**config.mk**
```make
export PLATFORM = sky130hd
export DESIGN_NAME = serializer_gearbox
export DESIGN_NICKNAME = d
export VERILOG_FILES = /design/src/rtl/serializer_gearbox.sv
export SDC_FILE = /design/constraint.sdc
export NUM_CORES = 1
export LEC_CHECK = 0
export BUFFER_PORTS_ARGS = -buffer_cell sky130_fd_sc_hd__buf_2
export CELL_PAD_IN_SITES_DETAIL_PLACEMENT = 1
export CELL_PAD_IN_SITES_GLOBAL_PLACEMENT = 1
export CORE_MARGIN = 1.5
export CORE_UTILIZATION = 49
export CTS_BUF_LIST = sky130_fd_sc_hd__clkbuf_16
export DETAILED_ROUTE_END_ITERATION = 10
export MAX_ROUTING_LAYER = met4
export PLACE_DENSITY_LB_ADDON = 0.1
export REMOVE_ABC_BUFFERS = 1
export SYNTH_ARGS = -nofsm -noshare
export SYNTH_HDL_FRONTEND = slang
export SYNTH_SLANG_ARGS = --single-unit
```
**constraint.sdc**
```tcl
create_clock -name i_clk -period 4.14 [get_ports i_clk]
set_input_delay 0.207 -clock i_clk [delete_from_list [all_inputs] [get_ports i_clk]]
set_output_delay 0.207 -clock i_clk [all_outputs]
set_load 0.005 [all_outputs]
```
**src/rtl/serializer_gearbox.sv**
```systemverilog
// serializer_gearbox: multi-channel parallel-to-serial gearbox.
// Takes one WIDTH-bit word per channel through a valid/ready handshake and
// emits OUT_BITS bits per channel every clock, with no gaps between words.
// When no word is available, IDLE_WORD is loaded into every channel.
// Optional build macro: SERIALIZER_MSB_FIRST_EN (MSB-first slices, left shift);
// when it is not defined the block emits LSB first (TMDS order).
`timescale 1ns/1ps

module serializer_gearbox #(
  parameter int unsigned      CHANNELS  = 3,
  parameter int unsigned      WIDTH     = 10,
  parameter int unsigned      OUT_BITS  = 1,
  parameter logic [WIDTH-1:0] IDLE_WORD = 10'b1101010100
) (
  input  logic                         i_clk,
  input  logic                         i_rst_n,
  input  logic [CHANNELS*WIDTH-1:0]    i_data,
  input  logic                         i_valid,
  output logic                         o_ready,
  output logic [CHANNELS*OUT_BITS-1:0] o_data,
  output logic                         o_word_start,
  output logic                         o_underrun,
  input  logic                         i_clear_underrun
);

  localparam int unsigned BEATS = WIDTH / OUT_BITS;
  localparam int unsigned CNT_W = (BEATS > 1) ? $clog2(BEATS) : 1;
  localparam logic [CNT_W-1:0] LAST_BEAT = CNT_W'(BEATS - 1);

  logic [CNT_W-1:0]          cnt;
  logic [CHANNELS*WIDTH-1:0] hold;
  logic                      hold_full;
  logic [CHANNELS*WIDTH-1:0] shift;
  logic [CHANNELS*WIDTH-1:0] shifted;
  logic                      primed;
  logic                      underrun;
  logic                      word_start;

  logic load;
  logic accept;
  logic idle_load;

  assign load      = (cnt == LAST_BEAT);
  assign o_ready   = !hold_full || load;
  assign accept    = i_valid && o_ready;
  // Idle is loaded only when neither hold nor a bypass word can fill the slot.
  assign idle_load = load && !hold_full && !accept;

  assign o_word_start = word_start;
  assign o_underrun   = underrun;

  // Per-channel shift by one slice; vacated bits fill with zero.
  always_comb begin
    shifted = '0;
    for (int unsigned c = 0; c < CHANNELS; c++) begin
`ifdef SERIALIZER_MSB_FIRST_EN
      shifted[c*WIDTH +: WIDTH] = shift[c*WIDTH +: WIDTH] << OUT_BITS;
`else
      shifted[c*WIDTH +: WIDTH] = shift[c*WIDTH +: WIDTH] >> OUT_BITS;
`endif
    end
  end

  // Present the outgoing slice of every channel.
  always_comb begin
    o_data = '0;
    for (int unsigned c = 0; c < CHANNELS; c++) begin
`ifdef SERIALIZER_MSB_FIRST_EN
      o_data[c*OUT_BITS +: OUT_BITS] = shift[c*WIDTH + WIDTH - OUT_BITS +: OUT_BITS];
`else
      o_data[c*OUT_BITS +: OUT_BITS] = shift[c*WIDTH +: OUT_BITS];
`endif
    end
  end

  // Beat counter, hold register, shift registers and status flags.
  always_ff @(posedge i_clk or negedge i_rst_n) begin
    if (!i_rst_n) begin
      cnt        <= '0;
      hold       <= '0;
      hold_full  <= 1'b0;
      shift      <= '0;
      primed     <= 1'b0;
      underrun   <= 1'b0;
      word_start <= 1'b0;
    end else begin
      cnt        <= load ? '0 : cnt + 1'b1;
      word_start <= load;

      if (accept) begin
        primed <= 1'b1;
      end

      if (load) begin
        if (hold_full) begin
          // Hold drains into the shifters; a same-edge word refills hold.
          shift <= hold;
          if (accept) begin
            hold <= i_data;
          end else begin
            hold_full <= 1'b0;
          end
        end else if (accept) begin
          shift <= i_data;
        end else begin
          shift <= {CHANNELS{IDLE_WORD}};
        end
      end else begin
        shift <= shifted;
        if (accept) begin
          hold      <= i_data;
          hold_full <= 1'b1;
        end
      end

      // Setting wins over a simultaneous clear.
      if (idle_load && primed) begin
        underrun <= 1'b1;
      end else if (i_clear_underrun) begin
        underrun <= 1'b0;
      end
    end
  end

endmodule

```
# Word-level counts from Yosys, hierarchy flattened

Cells that the tools add are included.
Widths: inputs -> output; s select.

Output and inout port bits: 6
Register bits after elaboration: 68
Logic and storage cells: 32

Reductions and logical operators: 9
Equality and inequality tests: 2
Add/sub/neg operators: 1
Multiplexer cells: 13

Operator list:

| cell                | number |
|---|---|
| $mux 30             | 6 |
| $mux 1              | 6 |
| $add 4x1->4 const B | 1 |
| $eq 4x4->1 const B  | 1 |
| $logic_and 1x1->1   | 4 |
| $mux 4              | 1 |
| $reduce_bool 2->1   | 2 |
| $logic_not 1->1     | 2 |
| $ne 2x2->1 const B  | 1 |
| $logic_or 1x1->1    | 1 |

# Longest topological paths before layout

Gate-level depths: netlist of the first run.

Depth after elaboration: 7
Gate-level depth with buffers: 6

# Least setup slack after synthesis of the first run

No wires, ideal clock.

Path type: flip-flop to flip-flop
Start point: register cnt[2]
End point: register hold[0]
Cell stages (with the launch flop): 7
Period minus slack after synthesis: 1723 ps
Slack: 2417 ps
Arrival: 1598 ps
Cells stage by stage: dfrtp_1 > nand4bb_1 > buf_6 > inv_8 > mux2i_4 > buf_6 > mux2_2

Longest elaborated chain between the ends: 6
Elaborated cells on any way between the ends: 7

RTL lines:

| item                   | RTL line | text |
|---|---|---|
| from (decl)            | 30       | `logic [CNT_W-1:0] cnt;` |
| from (signal assigned) | 87       | `cnt <= load ? '0 : cnt + 1'b1;` |
| $eq 4x4->1 (*)         | 43       | `assign load = (cnt == LAST_BEAT);` |
| $logic_or 1x1->1       | 44       | `assign o_ready = !hold_full \|\| load;` |
| $logic_and 1x1->1      | 45       | `assign accept = i_valid && o_ready;` |
| $mux 30 (2 in series)  | -        |  |
| $mux 30                | 94       | `if (load) begin` |
| to (signal assigned)   | 99       | `hold <= i_data;` |
| to (signal assigned)   | 111      | `hold <= i_data;` |
| to (decl)              | 31       | `logic [CHANNELS*WIDTH-1:0] hold;` |

Every way passes the cells marked *; elsewhere a longest branch is shown, timed or not. The select of a mux whose other input is x is not followed.
A chain may end at the register's enable or synchronous reset.

# Worst setup path after layout of the first run

Start point: register hold_full
End point: register hold[0]

Longest elaborated chain between the ends: 6
Elaborated cells on any way between the ends: 7

RTL lines:

| item                   | RTL line | text |
|---|---|---|
| from (decl)            | 32       | `logic hold_full;` |
| from (signal assigned) | 81       | `hold_full <= 1'b0;` |
| from (signal assigned) | 101      | `hold_full <= 1'b0;` |
| from (signal assigned) | 112      | `hold_full <= 1'b1;` |
| $logic_not 1->1        | 44       |  |
| $logic_or 1x1->1       | 44       |  |
| $logic_and 1x1->1      | 45       |  |
| $mux 30 (3 in series)  | -        |  |

Several ways; a longest one is shown, not always the timed one. The select of a mux whose other input is x is not followed.

==> results of run 1 <==
==> worst max-delay path, stage by stage, from the launching register on <==
cell,delay (ns)
dfrtp_1,0.64
nand2b_1,0.61
mux2i_4,0.63
buf_4,0.39
mux2_2,0.40
==> where the power goes <==
part	total, W	leakage (nW)	switching [W]	internal, W
sequential	0.000880	0.864	0.0000781	0.000802
clock	0.000653	0.136	0.000262	0.000391
combinational	0.000363	0.585	0.000162	0.000201
==> routing by layer <==
layer	up-vias	GRT usage	wire length, um
met5	-	-	0
met4	0	0.1000	110
met3	9	0.04767	253
met2	50	0.3802	3236
met1	1008	0.2781	2655
li1	870	-	-
==> cells in the final DEF (no fill, tap or decap), types with 2 or more instances in the layout <==
cell type  Yosys  final
a21o_1         2      2
a221oi_1      15     15
buf_2          0     39
buf_4          3      3
clkbuf_16      0      9
clkinv_1       0      3
dfrtp_1       68     68
inv_1          4      7
mux2_2        23     23
mux2_4         8      8
nand2_1       16     16
nor2_1        34     34
o21ai_0       14     14
o22ai_1       15     15
==> per-stage QoR <==
step,hold WS (ns),std cells,utilization,cell area [um^2],worst slack (ns)
after CTS,0.07046,339,0.5910,3254,1.289
after global placement,0.3959,323,0.5451,3002,1.407
after global routing,0.1021,339,0.5910,3254,1.157
final,0.03970,339,0.5910,3254,1.335
after floorplan,-0.08859,209,-,2689,0.8622
after detailed placement,0.4036,323,0.5451,3002,1.326
==> cell type report <==
type                       count  area, um^2
tap                           72       90.09
timing repair buffer          42       217.7
clock buffer                   9       225.2
multi-input combinational    136       965.9
fill                         606        2252
inverter                       5       26.28
clock inverter                 7       27.53
sequential                    68        1702
==> worst max path at each step <==
stage / start / to / slack (ns) / cells past startpoint
finish: hold_full$_DFFE_PN0P_ / hold[0]$_DFFE_PN0P_ / 1.33 / 4
global route: hold_full$_DFFE_PN0P_ / hold[13]$_DFFE_PN0P_ / 1.16 / 4
floorplan: cnt[2]$_DFF_PN0_ / hold[0]$_DFFE_PN0P_ / 0.86 / 4
CTS: hold_full$_DFFE_PN0P_ / hold[0]$_DFFE_PN0P_ / 1.29 / 4
detailed placement: hold_full$_DFFE_PN0P_ / hold[17]$_DFFE_PN0P_ / 1.33 / 4
global placement: hold_full$_DFFE_PN0P_ / hold[21]$_DFFE_PN0P_ / 1.41 / 4
==> cell families after synthesis <==
logic type / Yosys count
compound gates: 48
xor+xnor: 1
buf+inv: 23
flops: 68
mux: 33
simple gates: 54
==> sequential cells by signal, indices dropped and copies added (netlist names) <==
signal	count
cnt	4
hold	30
hold_full	1
o_underrun	1
o_word_start	1
primed	1
shift	30
==> metrics.txt, run 1 <==
status complete, no violations; syn_area_per_cell 12.33 um^2; final wirelength 6255 um; Fin. Hold Viols 0; top post-synthesis cells by area dfrtp_1 (61%), mux2_2 (9.3%), a221oi_1 (4.7%), nor2_1 (4.6%), mux2_4 (4.3%); via count 1,937; global-route wire length before repair 10,290 um; fmax 0.3565 GHz; Die W 78.58 um; reg2reg end hold[0]$_DFFE_PN0P_; Post-Synth Adder-Cell Area 0; layout cells sized above 1 0.3221; Slew Limit Fails 0; wire per inst 18.45 um; final setup vio count 0; Post-CTS Setup Repair Bufs 0; Clock transition at path regs roughly 0.060 ns; worst-skew pair later-pin latency 0.33 ns; Root Driver clkbuf_16; overall power 0.001896 W; Rel. slew slack 0.1714; count leader, synth dfrtp_1; core area 0.005507 mm^2; share of the synthesized area in the top cell type 0.6080; initial drt markers 116; full die area 0.006175 mm^2; post-synthesis simple-gate area fraction 0.07734; Slew @ Worst Pin 1.240 ns; synthesized instance count 227; R2R depth 4; Critical Path Sink Type flip-flop; initial core utilization 0.5083; Synth Cell Area 0.002799 mm^2; register area share after synthesis 0.6080; Die H just under 80 um; Synth area leader dfrtp_1; number of synthesized flops with an enable pin 0; First-pass DRT Iterations 4; maximum VDD drop 0.3260 mV; Hold WC Path Type primary input to asynchronous set/reset pin; # H-tree levels 3; async set-reset flop share out of synthesis 1.000; P&R area growth vs syn 16.27%; GRT Total Usage 0.2318; Routed Antenna Nets 0; Netlist cell types 25; cts hold-fix bufs 0; dpl hpwl 3730 um; fin crit period 2.805 ns; CTS tree yes; Final Cycle Share 0.6776; Post-synth top cells dfrtp_1 (68), nor2_1 (34), mux2_2 (23); post-synthesis compound-gate area fraction 0.1158; largest net degree at the start of global routing 45; Max clock buf depth 2; register bit count reported by yosys 68; critical path class flip-flop to flip-flop; fin nets 296; largest family of logic cells by synthesized area multiplexers; I/O Pins 40; vias in the first global route 2,054; Pwr Density 582.6 mW/mm^2; Pleak between 1.5 and 2 nW; RSZ-0062 raised after global routing false; CP startpoint kind flip-flop; antenna fix cells 0; fraction of synthesized area in multiplexers 0.1471; DRC 0; CTS buffer count 9; worst-path fanout max 22; number of port buffers 39; ys flop type dfrtp_1; post-cts gate resize count 0; GRT overflow 0; worst reg2reg setup slack 1.33 ns; CP Data Required Time 4.34 ns; synth warn 0; xor-xnor portion of the synthesized cell area 0.003129; initial antenna violation count 0; Fin Clk Skew 0.007707 ns; TNS Setup 0 ns; placer congestion estimate between 0.7 and 0.8; Std-Cell Rows 27; CP arrival 3.01 ns; vias per cell around 5.7; reg-to-reg startpoint hold_full$_DFFE_PN0P_; MaxCap Viol Count 0; CTS sink cnt 68
(Power assumes the default switching activity.)
==> inputs of run 2 (changes only) <==
--- a/config.mk
+++ b/config.mk
@@ -9,7 +9,7 @@
 export CELL_PAD_IN_SITES_DETAIL_PLACEMENT = 1
 export CELL_PAD_IN_SITES_GLOBAL_PLACEMENT = 1
 export CORE_MARGIN = 1.5
-export CORE_UTILIZATION = 49
+export CORE_UTILIZATION = 41
 export CTS_BUF_LIST = sky130_fd_sc_hd__clkbuf_16
 export DETAILED_ROUTE_END_ITERATION = 10
 export MAX_ROUTING_LAYER = met4
==> constraint.sdc (replaced) <==
create_clock -name i_clk -period 2.3 [get_ports i_clk]
set_input_delay 0.115 -clock i_clk [delete_from_list [all_inputs] [get_ports i_clk]]
set_output_delay 0.115 -clock i_clk [all_outputs]
set_load 0.005 [all_outputs]
==> metrics.txt, run 2 (synthesis results as in run 1) <==
status finished with violations; failing checks design-rule violations; sw power 0.0008751 W; # H-tree levels 3; Critical Path Sink Type flip-flop; Fin. Hold Viols 0; cts hold-fix bufs 2; maximum VDD drop slightly below 0.5 mV; CTS sink cnt 68; vias per cell 5.404; Final Cycle Share 0.8592; top flop regs hold: 30 flops, shift: 30 flops, cnt: 4 flops; dpl hpwl 3701 um; Die W 85.63 um; core area 0.006459 mm^2; commonest non-fill, non-tap cell in the layout dfrtp_1; most frequent cells in the layout dfrtp_1 (68), buf_2 (39), nor2_1 (34), mux2_2 (23), nand2_1 (16); CTS buffer count 9; Pwr Density around 1000 mW/mm^2; fin nets ~300; Seq pwr share 0.446; part of the power in combinational logic 0.188; Die H 85.63 um; initial antenna violation count 0; vias in the first global route 2,039; Max clock buf depth 2; via count 1,886; GRT Total Usage 0.1939; MaxCap Viol Count 0; full die area 0.007332 mm^2; DRC 2; GRT overflow 0; Root Driver clkbuf_16; CTS tree yes; final setup vio count 0; overall power 0.003507 W; worst reg2reg setup slack 0.32 ns; CP Data Required Time 2.51 ns; largest net degree at the start of global routing 45; post-cts gate resize count 0; CP arrival between 2 and 2.5 ns; Clock transition at path regs about 0.05 ns; Routed Antenna Nets 0; CP startpoint kind flip-flop; P&R area growth vs syn 19.54%; Switching Fraction 0.2495; antenna fix cells 0; initial core utilization 0.4334; Power Internal ~0.0026 W; Hold WS 0.03435 ns; clock share of power 0.366; I/O Pins 40; initial drt markers 115; Hold WC Path Type primary input to flip-flop; Fin Clk Skew between 0.007 and 0.008 ns; global-route wire length before repair 10,270 um; worst-path fanout max 18; Slew @ Worst Pin 0.6110 ns; Rel. slew slack 0.5927; fmax a little over 0.5 GHz; Post-CTS Setup Repair Bufs 0; Pleak 1.626 nW; final core utilization 0.5180; number of port buffers 39; final wirelength between 6000 and 7000 um; Std-Cell Rows 29; wire per inst 17.60 um; First-pass DRT Iterations 7; worst-skew pair later-pin latency 0.33 ns; critical path class flip-flop to flip-flop; RSZ-0062 raised after global routing false; Slew Limit Fails 0; placer congestion estimate 0.7086; fin crit period a little under 2 ns; layout cells sized above 1 0.3346
## run 2: changes by cell type in the layout (fill, tap and decap cells not counted), sizes merged
| cell | change |
|---|---|
| buf | +4 |
| clkinv | -2 |
| dlygate4sd3 | +2 |
| bufinv | +1 |
## run 2: worst max-delay path, stage by stage (launching register included)
cell	delay, ns
dfrtp_1	0.42
nand4bb_2	0.35
inv_8	0.18
mux2i_4	0.24
buf_4	0.28
mux2_2	0.37
## run 2: final timing paths
path / start / end / cells past startpoint
setup / recovery: cnt[2]$_DFF_PN0_ / hold[4]$_DFFE_PN0P_ / 5
hold / removal: i_data[25] / hold[25]$_DFFE_PN0P_ / 2
setup reg to reg: cnt[2]$_DFF_PN0_ / hold[4]$_DFFE_PN0P_ / 5
hold reg to reg: shift[15]$_DFF_PN0_ / shift[14]$_DFF_PN0_ / 2
max in group asynchronous: i_rst_n / hold[8]$_DFFE_PN0P_ / 3
min in group asynchronous: i_rst_n / shift[1]$_DFF_PN0_ / 2
## run 2: stage by stage
step                      cells  TNS, ns  cell area, um^2  setup WS, ns
final                       349        0             3346        0.3238
after global routing        349        0             3346        0.2188
after CTS                   349        0             3346        0.3023
after detailed placement    332        0             3050        0.3137
after global placement      332        0             3050        0.3585
after floorplan             209   -29.50             2689       -0.9778
## run 2: final cells by class
type | count | area, um^2
Clock buffer | 9 | 225.2
Clock inverter | 6 | 50.05
Fill cell | 700 | 3113
Inverter | 5 | 26.28
Multi-Input combinational cell | 136 | 965.9
Sequential cell | 68 | 1702
Tap cell | 77 | 96.34
Timing Repair Buffer | 48 | 280.3
## run 2: layer usage
layer / up-vias / wire length, um / part of all wire / global-route usage
met2: 37 / 3041 / 0.50 / 0.2956
met3: 12 / 239 / 0.039 / 0.04331
met5: - / 0 / 0 / -
met4: 0 / 139 / 0.023 / 0.09238
li1: 883 / - / - / -
met1: 954 / 2722 / 0.44 / 0.2470
## run 2: power by group through the flow
stage	Sequential, W	Clock, W	Combinational, W
3_5_place_dp	0.00158	0	0.000667
6_report	0.00156	0.00128	0.000661
4_1_cts	0.00156	0.00132	0.000678
2_1_floorplan	0.00156	0	0.000464
5_1_grt	0.00159	0.00138	0.000743
3_3_place_gp	0.00157	0	0.000641
